## src/rtl/dsq_capture.sv

```systemverilog
// dsq_capture: synchronises din, samples it every DIV clocks and packs W samples per word (bit 0 oldest).
// Optional DSQ_GLITCH_FILT_EN inserts a 3-tap majority filter between the synchroniser and the shift register.
module dsq_capture #(
  parameter int W   = 32,
  parameter int DIV = 1
) (
  input  logic         clk,
  input  logic         rst_n,
  input  logic         din,
  input  logic         en,
  output logic [W-1:0] dsq,
  output logic         dsq_vld,
  output logic [31:0]  wcnt,
  output logic         busy
);

  // state | meaning
  // IDLE  | capture stopped, prescaler and bit counter held at 0
  // RUN   | sampling on every prescaler strobe, emitting a word every W samples
  typedef enum logic {S_IDLE = 1'b0, S_RUN = 1'b1} state_t;

  localparam int BW = $clog2(W);
  localparam int PW = (DIV > 1) ? $clog2(DIV) : 1;

  state_t          r_state;
  state_t          w_state_nxt;
  logic            w_busy;

  logic [1:0]      r_sync;
  logic            w_din_s;
  logic            w_samp;
  logic [PW-1:0]   r_pcnt;
  logic [BW-1:0]   r_bcnt;
  // Bit 0 of the packed word is always shifted out on the next sample, so it is never stored.
  logic [W-1:1]    r_sr;
  logic [W-1:0]    w_sr_nxt;
  logic            w_stb;
  logic            w_last;
  logic [W-1:0]    r_dsq;
  logic            r_dsq_vld;
  logic [31:0]     r_wcnt;

  always_ff @(posedge clk or negedge rst_n) begin
    if (!rst_n) r_sync <= 2'b00;
    else        r_sync <= {r_sync[0], din};
  end

  assign w_din_s = r_sync[1];

`ifdef DSQ_GLITCH_FILT_EN
  logic [2:0] r_tap;

  always_ff @(posedge clk or negedge rst_n) begin
    if (!rst_n) r_tap <= 3'b000;
    else        r_tap <= {r_tap[1:0], w_din_s};
  end

  assign w_samp = (r_tap[0] & r_tap[1]) | (r_tap[0] & r_tap[2]) | (r_tap[1] & r_tap[2]);
`else
  assign w_samp = w_din_s;
`endif

  always_ff @(posedge clk or negedge rst_n) begin
    if (!rst_n) r_state <= S_IDLE;
    else        r_state <= w_state_nxt;
  end

  always_comb begin
    w_state_nxt = r_state;
    case (r_state)
      S_IDLE:  if (en)  w_state_nxt = S_RUN;
      S_RUN:   if (!en) w_state_nxt = S_IDLE;
      default:          w_state_nxt = S_IDLE;
    endcase
  end

  always_comb begin
    w_busy = 1'b0;
    if (r_state == S_RUN) w_busy = 1'b1;
  end

  assign w_stb    = (r_state == S_RUN) && (r_pcnt == PW'(DIV - 1));
  assign w_last   = w_stb && (r_bcnt == BW'(W - 1));
  assign w_sr_nxt = {w_samp, r_sr[W-1:1]};

  // Leaving RUN clears the counters so the next entry starts a fresh word.
  always_ff @(posedge clk or negedge rst_n) begin
    if (!rst_n) begin
      r_pcnt <= '0;
      r_bcnt <= '0;
    end else if ((r_state != S_RUN) || !en) begin
      r_pcnt <= '0;
      r_bcnt <= '0;
    end else begin
      r_pcnt <= w_stb ? '0 : r_pcnt + PW'(1);
      if (w_stb) r_bcnt <= w_last ? '0 : r_bcnt + BW'(1);
    end
  end

  always_ff @(posedge clk or negedge rst_n) begin
    if (!rst_n) r_sr <= '0;
    else if (w_stb) r_sr <= w_sr_nxt[W-1:1];
  end

  always_ff @(posedge clk or negedge rst_n) begin
    if (!rst_n) begin
      r_dsq     <= '0;
      r_dsq_vld <= 1'b0;
      r_wcnt    <= '0;
    end else begin
      r_dsq_vld <= w_last;
      if (w_last) begin
        r_dsq  <= w_sr_nxt;
        r_wcnt <= r_wcnt + 32'd1;
      end
    end
  end

  assign dsq     = r_dsq;
  assign dsq_vld = r_dsq_vld;
  assign wcnt    = r_wcnt;
  assign busy    = w_busy;

endmodule
```

## config.mk

```make
export PLATFORM = sky130hd
export DESIGN_NAME = dsq_capture
export DESIGN_NICKNAME = d
export VERILOG_FILES = /design/src/rtl/dsq_capture.sv
export SDC_FILE = /design/constraint.sdc
export NUM_CORES = 1
export LEC_CHECK = 0
export ABC_AREA = 1
export CORE_UTILIZATION = 58
export DETAILED_ROUTE_END_ITERATION = 10
export GPL_TIMING_DRIVEN = 0
export PLACE_DENSITY = 0.9
export SYNTH_ARGS = -nofsm -noshare
export SYNTH_HDL_FRONTEND = slang
export SYNTH_SLANG_ARGS = --single-unit
```

## constraint.sdc

```tcl
create_clock -name clk -period 3.9 [get_ports clk]
set_input_delay 0.78 -clock clk [delete_from_list [all_inputs] [get_ports clk]]
set_output_delay 0.78 -clock clk [all_outputs]
set_load 0.02 [all_outputs]
```

**Word-level counts from Yosys, hierarchy flattened**

Cells that the tools add are included.

- Add/subtract/negate cells: 3
- Multiply operators: 0
- Mux-type cells: 7
- Bitwise operators: 2
- Shift-type cells: 0
- Order comparisons: 0
- Eq/ne operators: 1
- Div/mod/pow operators: 0
- Reduce and logical (&&, ||, !) cells: 5

Operator list:

| cell | count |
|---|---|
| 32-bit by 1-bit adder with 32-bit output, second input constant | 1 |
| 5-bit 2-to-1 mux | 3 |
| 5-bit by 1-bit adder with 5-bit output, second input constant | 1 |
| 5-bit == test, second input constant | 1 |
| 1-bit 2-to-1 mux | 4 |
| 1-bit logical AND | 2 |
| 1-bit NOT | 2 |
| 2-bit nonzero test | 1 |
| 1-bit adder, second input constant | 1 |
| 1-bit logical NOT | 1 |
| 1-bit logical OR | 1 |

- Logic and storage cells: 26
- Memories: 0
- ROM bits: 0
- RAM bits: 0
- Register bits after elaboration: 105
- Bits in latches: 0
- Input port bits: 4
- Output and inout bits: 66

**Logic depth before layout (Yosys ltp)**

Gate-level depths: netlist of the first run.

- Depth after elaboration: 6
- Mapped depth: 12
- Mapped depth without buffers: 12

**Least setup slack after synthesis of the first run**

Ideal clock, no wire load.

- Kind: register to register
- Start point: register r_bcnt[0]
- End point: register r_wcnt[29] (netlist: wcnt[29])
- Slack: 2141 ps
- Required time: 3783 ps
- Cell stages (with the launch flop): 13
- Period minus slack after synthesis: 1759 ps
- Buffers on the path: 1
- Arrival: 1641 ps
- Library setup time: 117 ps
- Cells stage by stage: dfrtp_1 -> ha_1 -> inv_1 -> nor3_1 -> ha_1 -> nand3_4 -> inv_4 -> nand2_4 -> nor2_8 -> buf_12 -> nand3_2 -> nand2_1 -> nand2_1

- Longest elaborated chain between the ends: 2

RTL lines:

| what | RTL line | source |
|---|---|---|
| from (decl) | 33 | `logic [BW-1:0] r_bcnt;` |
| from (signal assigned) | 96 | `if (w_stb) r_bcnt <= w_last ? '0 : r_bcnt + BW'(1);` |
| 5-bit == test | 83 | `assign w_last = w_stb && (r_bcnt == BW'(W - 1));` |
| 1-bit logical AND | 83 |  |
| net w_last | 38 | `logic w_last;` |
| to (signal assigned) | 114 | `r_wcnt <= r_wcnt + 32'd1;` |
| to (decl) | 41 | `logic [31:0] r_wcnt;` |

The timed path passes the listed nets, and every way through them passes these cells.
A chain may end at the register's enable or synchronous reset.

**Worst setup path in the final report of the first run**

- Start point: register r_wcnt[19] (netlist: wcnt[19])
- End point: output port wcnt[19]

RTL lines:

| what | RTL line | source |
|---|---|---|
| to (decl) | 13 | `output logic [31:0] wcnt,` |

No word-level cell between the ends.

==> summary.txt, run 1 <==
Outcome
  – Status: complete, no violations

Power and ir drop
  – Cell internal pwr: 1.46 mW
  – Static leakage: 2.58 nW
  – Total power after layout: 1.93 mW
  – Fraction of power consumed by combinational cells: 4.9%
  – Share of total power in the clock network: 35.3%
  – IR Drop Worst-Case VDD: 0.000402 V
  – Switching pwr: 0.463 mW
  – Share of power burned in registers: 59.8%
  – Switching Share: 24.0%
  – Power Density: 346 nW/µm²

STA
  – Slew HR: 57.1%
  – Transition time at the pin with the least slew margin: 0.644 ns
  – Fin crit period: 2.25 ns
  – Final slew viol count: 0
  – Total count of hold-check failures in the final report: 0
  – Minimum setup slack in the final design: 1.65 ns
  – Setup repair after global routing missed its margin: no
  – Final setup viols: 0
  – Sum of negative setup slack: 0 ns
  – Highest Clock Rate: 444 MHz
  – Tcrit/Tclk final: 57.7%
  – Clock tree skew after final layout: 0.0143 ns

Synth
  – Number of nets in the synthesized netlist: 499
  – Part of the Yosys area used for sequential elements: 58.2%
  – Number of flops mapped to enable cells by yosys: 0
  – Fraction of post-synthesis cell area in the top cell type by area: 58.2%
  – Main flop type after synthesis: sky130_fd_sc_hd__dfrtp_1
  – Mapped Avg Cell Area: 9.18 µm²
  – Biggest area consumer among synthesized cells: sky130_fd_sc_hd__dfrtp_1
  – Number of register bits inferred by synthesis: 105
  – Post-synthesis async set-or-reset flop share: 100%
  – Number of distinct library cell variants in the gate-level netlist after synthesis: 34
  – Mapped Cells: 492
  – Cell area after synthesis: 4520 µm²
  – Leading post-synthesis cells by cell area: sky130_fd_sc_hd__dfrtp_1, sky130_fd_sc_hd__nand2_1, sky130_fd_sc_hd__o21ai_0
  – Ys Warns: 0

Cells and area
  – Area used by multi-input combinational logic: 1570 µm²
  – Fraction of final layout cells sized beyond drive strength 1: 7.44%
  – Most frequent standard cell in the layout excluding fill and tap cells: sky130_fd_sc_hd__nand2_1
  – FF+latch area: 2630 µm²
  – Commonest cells after routing, fill and taps aside: sky130_fd_sc_hd__nand2_1, sky130_fd_sc_hd__dfrtp_1, sky130_fd_sc_hd__clkdlybuf4s50_1
  – Diodes inserted: 0
  – Share of the core filled with cells: 75.0%
  – Number of nets at the end of the flow: 580
  – Design Area, Final: 5560 µm²
  – Fillcell total: 522
  – Area growth syn-to-layout: 23.0%

Setup path
  – Family of cells with the greatest summed delay on the critical path: buffers and inverters
  – Endpoint type of the worst setup path: output pin
  – Endpoint required time on the critical path: 3.12 ns
  – Standard cell with the maximum stage delay on the critical path: sky130_fd_sc_hd__clkdlybuf4s50_1
  – WP buf/inv: 1
  – Longest individual stage delay on the worst path: 0.65 ns
  – Critical Path AT: 1.47 ns
  – Maximum fanout count along the critical path: 6
  – Crit path cell chain: clkdlybuf4s50_1
  – Startpoint types: flop
  – Crit path kind: reg2out

Floorplanning
  – I/O pin count: 70
  – Die Height: 90.2 µm
  – Die ar.: 8140 µm²
  – CORE AREA: 7410 µm²
  – Placement Rows: 31
  – Initial standard-cell utilization of the core: 61.0%
  – Overall die width: 90.2 µm

Detailed routing
  – Antenna-violating nets left: 0
  – Final routed wire length divided by cell count: 13.7 µm
  – Post-Route WL: 9.29 mm
  – Post-route DRC violation count: 0
  – Number of detailed-routing iterations run before antenna repair: 6
  – DR iter-0 viols: 144
  – Count of vias placed by the detailed router: 3542
  – Vias per Instance: 5.23

Clock network
  – Clock root buffer: sky130_fd_sc_hd__clkbuf_8
  – Post-CTS Setup Bufs: 0
  – H-tree levels: 3
  – Clock tree from TritonCTS: built
  – # hold bufs at CTS: 0
  – Maximum root-to-sink buffer count: 2
  – # clock sinks: 105
  – Resized cells post-CTS: 0
  – Clock input transition at the sequential cells of the worst setup and hold paths: 0.10 ns
  – Latest clock arrival within the worst-skew pair: 0.36 ns
  – Number of buffers created by CTS: 9

Run
  – Max-capacitance violation count: 0

Placed design
  – Final weighted congestion in routability-driven placement: 0.889
  – Detailed placer's ending HPWL: 6.84 mm
  – Count of buffers from port buffering: 69
  – Total cell area at the placement stage: 5360 µm²
  – Post-Place Worst Slack: 1.89 ns

GRT
  – Maximum number of pins on one net before global-route repair: 57
  – Wire length of the first global-routing pass: 15.8 mm
  – Via count of the first global-routing pass: 3531
  – GRT Overall Usage: 24.4%
  – GRT overflow: 0
  – Antenna violations before repair: 0

Worst hold path
  – Worst min-delay path category: reg2reg
[kinds of logic (layout without fill, tap and decap cells)]
logic type | Yosys count | count (layout) | share of synthesized area, %
other | 1 | 1 | 0.0830
AO/OA/AOI/OAI | 69 | 69 | 7.78
multiplexers | 1 | 1 | 0.249
AND/OR/NAND/NOR | 217 | 217 | 22.2
buffers and inverters | 78 | 164 | 7.04
XOR/XNOR | 18 | 18 | 3.66
flip-flops | 105 | 105 | 58.2
adder cells (fa/ha/maj) | 3 | 3 | 0.831
[state kept, by name, indices dropped and copies added, names as in the netlist]
| signal | flops |
|---|---|
| r_sync | 2 |
| r_sr | 31 |
| r_bcnt | 5 |
| r_state | 1 |
| wcnt | 32 |
| dsq | 32 |
| r_pcnt | 1 |
| dsq_vld | 1 |
[power groups by stage]
| stage | Combinational, mW | Clock (mW) | Sequential (mW) |
|---|---|---|---|
| after detailed placement | 0.0959 | 0 | 1.17 |
| after global routing | 0.112 | 0.735 | 1.16 |
| final | 0.0940 | 0.681 | 1.15 |
| after global placement | 0.0877 | 0 | 1.17 |
| after floorplan | 0.0515 | 0 | 1.17 |
| after CTS | 0.0966 | 0.694 | 1.15 |
[through the flow]
stage | hold slack [ns] | cells
2_1_floorplan | 0.331 | 492
3_3_place_gp | 0.344 | 660
3_5_place_dp | 0.357 | 661
4_1_cts | 0.382 | 677
5_1_grt | 0.388 | 677
6_report | 0.389 | 677
[final cells by class]
cell class,count,share of cell area [%]
sequential,105,47.3
multi-input combinational,309,28.3
timing repair buffer,70,12.9
inverter,64,4.37
clock buffer,10,2.30
tap,99,2.23
buffer,14,1.35
clock inverter,6,1.33
[synthesized netlist by cell type, types with 2 or more instances]
cell                       number
sky130_fd_sc_hd__nor2_2         2
sky130_fd_sc_hd__nand3b_1       2
sky130_fd_sc_hd__nor2_4         3
sky130_fd_sc_hd__clkbuf_1       8
sky130_fd_sc_hd__nand2_1      138
sky130_fd_sc_hd__nand3_2        4
sky130_fd_sc_hd__dfrtp_1      105
sky130_fd_sc_hd__buf_2          5
sky130_fd_sc_hd__a21oi_1        5
sky130_fd_sc_hd__nand3_1       17
sky130_fd_sc_hd__o21ai_0       61
sky130_fd_sc_hd__ha_1           3
sky130_fd_sc_hd__nor3_2         2
sky130_fd_sc_hd__xor2_1         9
sky130_fd_sc_hd__nor3_1         2
sky130_fd_sc_hd__xnor2_1        8
sky130_fd_sc_hd__nor2_1        28
sky130_fd_sc_hd__nand4_1       13
sky130_fd_sc_hd__inv_1         62
[per-layer routing]
| layer | wire length [µm] | vias up | track usage (%) |
|---|---|---|---|
| li1 | - | 1710 | - |
| met1 | 3930 | 1724 | 30.3 |
| met2 | 4860 | 96 | 42.7 |
| met3 | 383 | 12 | 4.82 |
| met4 | 123 | 0 | 8.47 |
| met5 | 0 | - | 0 |
[path summary, 6_finish.rpt]
| path | startpoint | endpoint | slack [ns] | cells past startpoint |
|---|---|---|---|---|
| worst max-delay path | wcnt[19] | wcnt[19] | 1.65 | 1 |
| worst min-delay path | r_sync[0] | r_sync[1] | 0.39 | 0 |
| worst max register to register | r_bcnt[0] | wcnt[17] | 1.88 | 12 |
| worst min register to register | r_sync[0] | r_sync[1] | 0.39 | 0 |
| max in group asynchronous | rst_n | r_sr[15] | 2.79 | 2 |
| min in group asynchronous | rst_n | wcnt[7] | 0.43 | 1 |
Power figures use the tool's default switching activity.
==> run 2, diff against run 1 <==
CORE_UTILIZATION = 48   (was 58)
PLACE_DENSITY = 0.8   (was 0.9)
clock period = 1.99 ns   (was 3.9 ns; I/O delays follow)
==> run 2 against run 1 <==
Compared with the run above: global-route usage decreased by 3.8 points; highest routed layer unchanged; largest power group unchanged; core utilization down 13 points; count of clock-buffer cells in the layout shrank 1.
==> summary.txt, run 2 (synthesis results as in run 1) <==
Detailed routing
  – Final routed wire length divided by cell count: 13.6 µm (was 13.7 µm)
  – Vias per Instance: 5.08 (was 5.23)
  – Antenna-violating nets left: 0 (unchanged)
  – Post-route DRC violation count: 0 (unchanged)
  – Number of detailed-routing iterations run before antenna repair: 4 (was 6)
  – Post-Route WL: 9.53 mm (was 9.29 mm)
  – Count of vias placed by the detailed router: 3564 (was 3542)
  – DR iter-0 viols: 150 (was 144)

Power and ir drop
  – Static leakage: 2.65 nW (was 2.58 nW)
  – Share of power burned in registers: 58.8% (was 59.8%)
  – Cell internal pwr: 2.88 mW (was 1.46 mW)
  – Switching Share: 24.8% (was 24.0%)
  – Total power after layout: 3.83 mW (was 1.93 mW)
  – Fraction of power consumed by combinational cells: 4.9% (about the same)
  – Share of total power in the clock network: 36.2% (was 35.3%)
  – IR Drop Worst-Case VDD: 0.000358 V (was 0.000402 V)
  – Power Density: 672 nW/µm² (was 346 nW/µm²)
  – Switching pwr: 0.952 mW (was 0.463 mW)

STA
  – Fin crit period: 1.89 ns
  – Highest Clock Rate: 529 MHz
  – Slew HR: 55.7% (was 57.1%)
  – Setup repair after global routing missed its margin: yes (was no)
  – Tcrit/Tclk final: 94.9%
  – Clock tree skew after final layout: 0.00562 ns (was 0.0143 ns)
  – Minimum setup slack in the final design: 0.101 ns (was 1.65 ns)
  – Final slew viol count: 0 (unchanged)
  – Final setup viols: 0 (unchanged)
  – Total count of hold-check failures in the final report: 0 (unchanged)
  – Transition time at the pin with the least slew margin: 0.664 ns (was 0.644 ns)

Clock network
  – Clock tree from TritonCTS: built (unchanged)
  – Clock root buffer: sky130_fd_sc_hd__clkbuf_8 (unchanged)
  – Number of buffers created by CTS: 9 (unchanged)
  – H-tree levels: 3 (unchanged)
  – Latest clock arrival within the worst-skew pair: 0.36 ns (about the same)
  – Clock input transition at the sequential cells of the worst setup and hold paths: 0.10 ns (about the same)
  – # clock sinks: 105 (unchanged)
  – Maximum root-to-sink buffer count: 2 (unchanged)

Setup path
  – Maximum fanout count along the critical path: 6 (unchanged)
  – Startpoint types: flop (unchanged)
  – Endpoint required time on the critical path: 2.27 ns (was 3.12 ns)
  – Crit path kind: reg2reg (was reg2out)
  – Endpoint type of the worst setup path: flop (was output pin)
  – Critical Path AT: 2.17 ns (was 1.47 ns)

Cells and area
  – Area growth syn-to-layout: 26.3% (was 23.0%)
  – Number of nets at the end of the flow: 592 (was 580)
  – Diodes inserted: 0 (unchanged)
  – Most frequent standard cell in the layout excluding fill and tap cells: sky130_fd_sc_hd__nand2_1 (unchanged)
  – Commonest cells after routing, fill and taps aside: sky130_fd_sc_hd__nand2_1, sky130_fd_sc_hd__dfrtp_1, sky130_fd_sc_hd__clkdlybuf4s50_1 (unchanged)
  – Fraction of final layout cells sized beyond drive strength 1: 10.7% (was 7.44%)

Floorplanning
  – Die ar.: 9800 µm² (was 8140 µm²)
  – Placement Rows: 35 (was 31)
  – CORE AREA: 9200 µm² (was 7410 µm²)
  – Die Height: 99.0 µm (was 90.2 µm)
  – Overall die width: 99.0 µm (was 90.2 µm)
  – I/O pin count: 70 (unchanged)
  – Initial standard-cell utilization of the core: 49.1% (was 61.0%)

GRT
  – Wire length of the first global-routing pass: 16.0 mm (was 15.8 mm)
  – Antenna violations before repair: 0 (unchanged)
  – Via count of the first global-routing pass: 3481 (was 3531)
  – Maximum number of pins on one net before global-route repair: 56 (was 57)
  – GRT overflow: 0 (unchanged)
  – GRT Overall Usage: 20.6% (was 24.4%)

Placed design
  – Detailed placer's ending HPWL: 6.72 mm (was 6.84 mm)
  – Final weighted congestion in routability-driven placement: 0.827 (was 0.889)
  – Count of buffers from port buffering: 69 (unchanged)
  – Post-Place Worst Slack: -0.0362 ns (was 1.89 ns)

Worst hold path
  – Worst min-delay path category: in2async (was reg2reg)

Outcome
  – Status: complete, no violations (unchanged)

Run
  – Max-capacitance violation count: 0 (unchanged)
run 2: cell count changes in the layout (fill, tap and decap cells not counted), moves of 2 or more:
| cell | previous run | this run |
|---|---|---|
| sky130_fd_sc_hd__buf_4 | 1 | 13 |
| sky130_fd_sc_hd__clkinv_4 | 0 | 2 |
| sky130_fd_sc_hd__ha_1 | 3 | 1 |
| sky130_fd_sc_hd__ha_2 | 0 | 2 |
| sky130_fd_sc_hd__nor2_1 | 28 | 26 |
run 2: worst max-delay path: stages, from the launching register on:
cell and delay, ns:
sky130_fd_sc_hd__dfrtp_1 0.39, sky130_fd_sc_hd__ha_2 0.21, sky130_fd_sc_hd__inv_2 0.04, sky130_fd_sc_hd__nor3_2 0.12, sky130_fd_sc_hd__ha_2 0.21, sky130_fd_sc_hd__nand3_4 0.13, sky130_fd_sc_hd__nor2_4 0.18, sky130_fd_sc_hd__nand2_4 0.10
sky130_fd_sc_hd__buf_4 0.16, sky130_fd_sc_hd__nor2_2 0.09, sky130_fd_sc_hd__xor2_1 0.17
run 2: what timing repair did:
action | in CTS | in global routing
setup endpoints to repair | 13 | 45
setup buffers | 3 | 9
pin swaps | 1 | 5
hold buffers | 0 | 0
resized for setup | 0 | 11
run 2: power groups by stage:
stage | clock network [mW] | registers (mW) | logic (mW)
floorplan | 0 | 2.29 | 0.101
global placement | 0 | 2.29 | 0.173
detailed placement | 0 | 2.30 | 0.191
CTS | 1.43 | 2.25 | 0.191
global route | 1.52 | 2.26 | 0.222
finish | 1.39 | 2.25 | 0.189
run 2: cell type report:
cell class,count,area [µm²]
fillers,786,3490
clock inverters,7,86.3
plain buffers,14,75.1
clock buffers,9,124
flip-flops and latches,105,2630
multi-input cells,309,1600
repair buffers,82,806
inverters,64,245
well taps,111,139
run 2: through the flow:
stage / hold slack (ns) / utilization, % / cell area, µm² / setup TNS, ns / instances
finish: 0.0543 / 62.0 / 5700 / 0 / 701
global route: 0.0908 / 62.0 / 5700 / -0.271 / 701
CTS: 0.0631 / 60.9 / 5600 / 0 / 692
detailed placement: 0.348 / 58.4 / 5370 / -0.177 / 673
global placement: 0.336 / 58.1 / 5350 / -342.39 / 672
floorplan: 0.102 / - / 4520 / 0 / 492
run 2: worst paths after layout:
path                           start         to  slack [ns]  depth (start not counted)
max                        r_bcnt[1]   wcnt[10]        0.10                         10
min                            rst_n    wcnt[9]        0.05                          1
max reg2reg                r_bcnt[1]   wcnt[10]        0.10                         10
min reg2reg                r_sync[0]  r_sync[1]        0.36                          0
max in group asynchronous      rst_n   r_sr[30]        1.25                          2
min in group clk           r_sync[0]  r_sync[1]        0.36                          0
run 2: metal layers:
metal,part of all wire [%],track usage [%],up-vias
met4,1.1,8.04,0
met2,49,33.8,87
li1,-,-,1737
met3,4.5,4.11,9
met1,46,27.0,1731
met5,0,0,-
==> run 3, diff against run 2 <==
HOLD_SLACK_MARGIN = 0.06   (was default)
==> results of run 3 <==
Same layout as run 2: the final DEF is identical, and so are final timing and power.
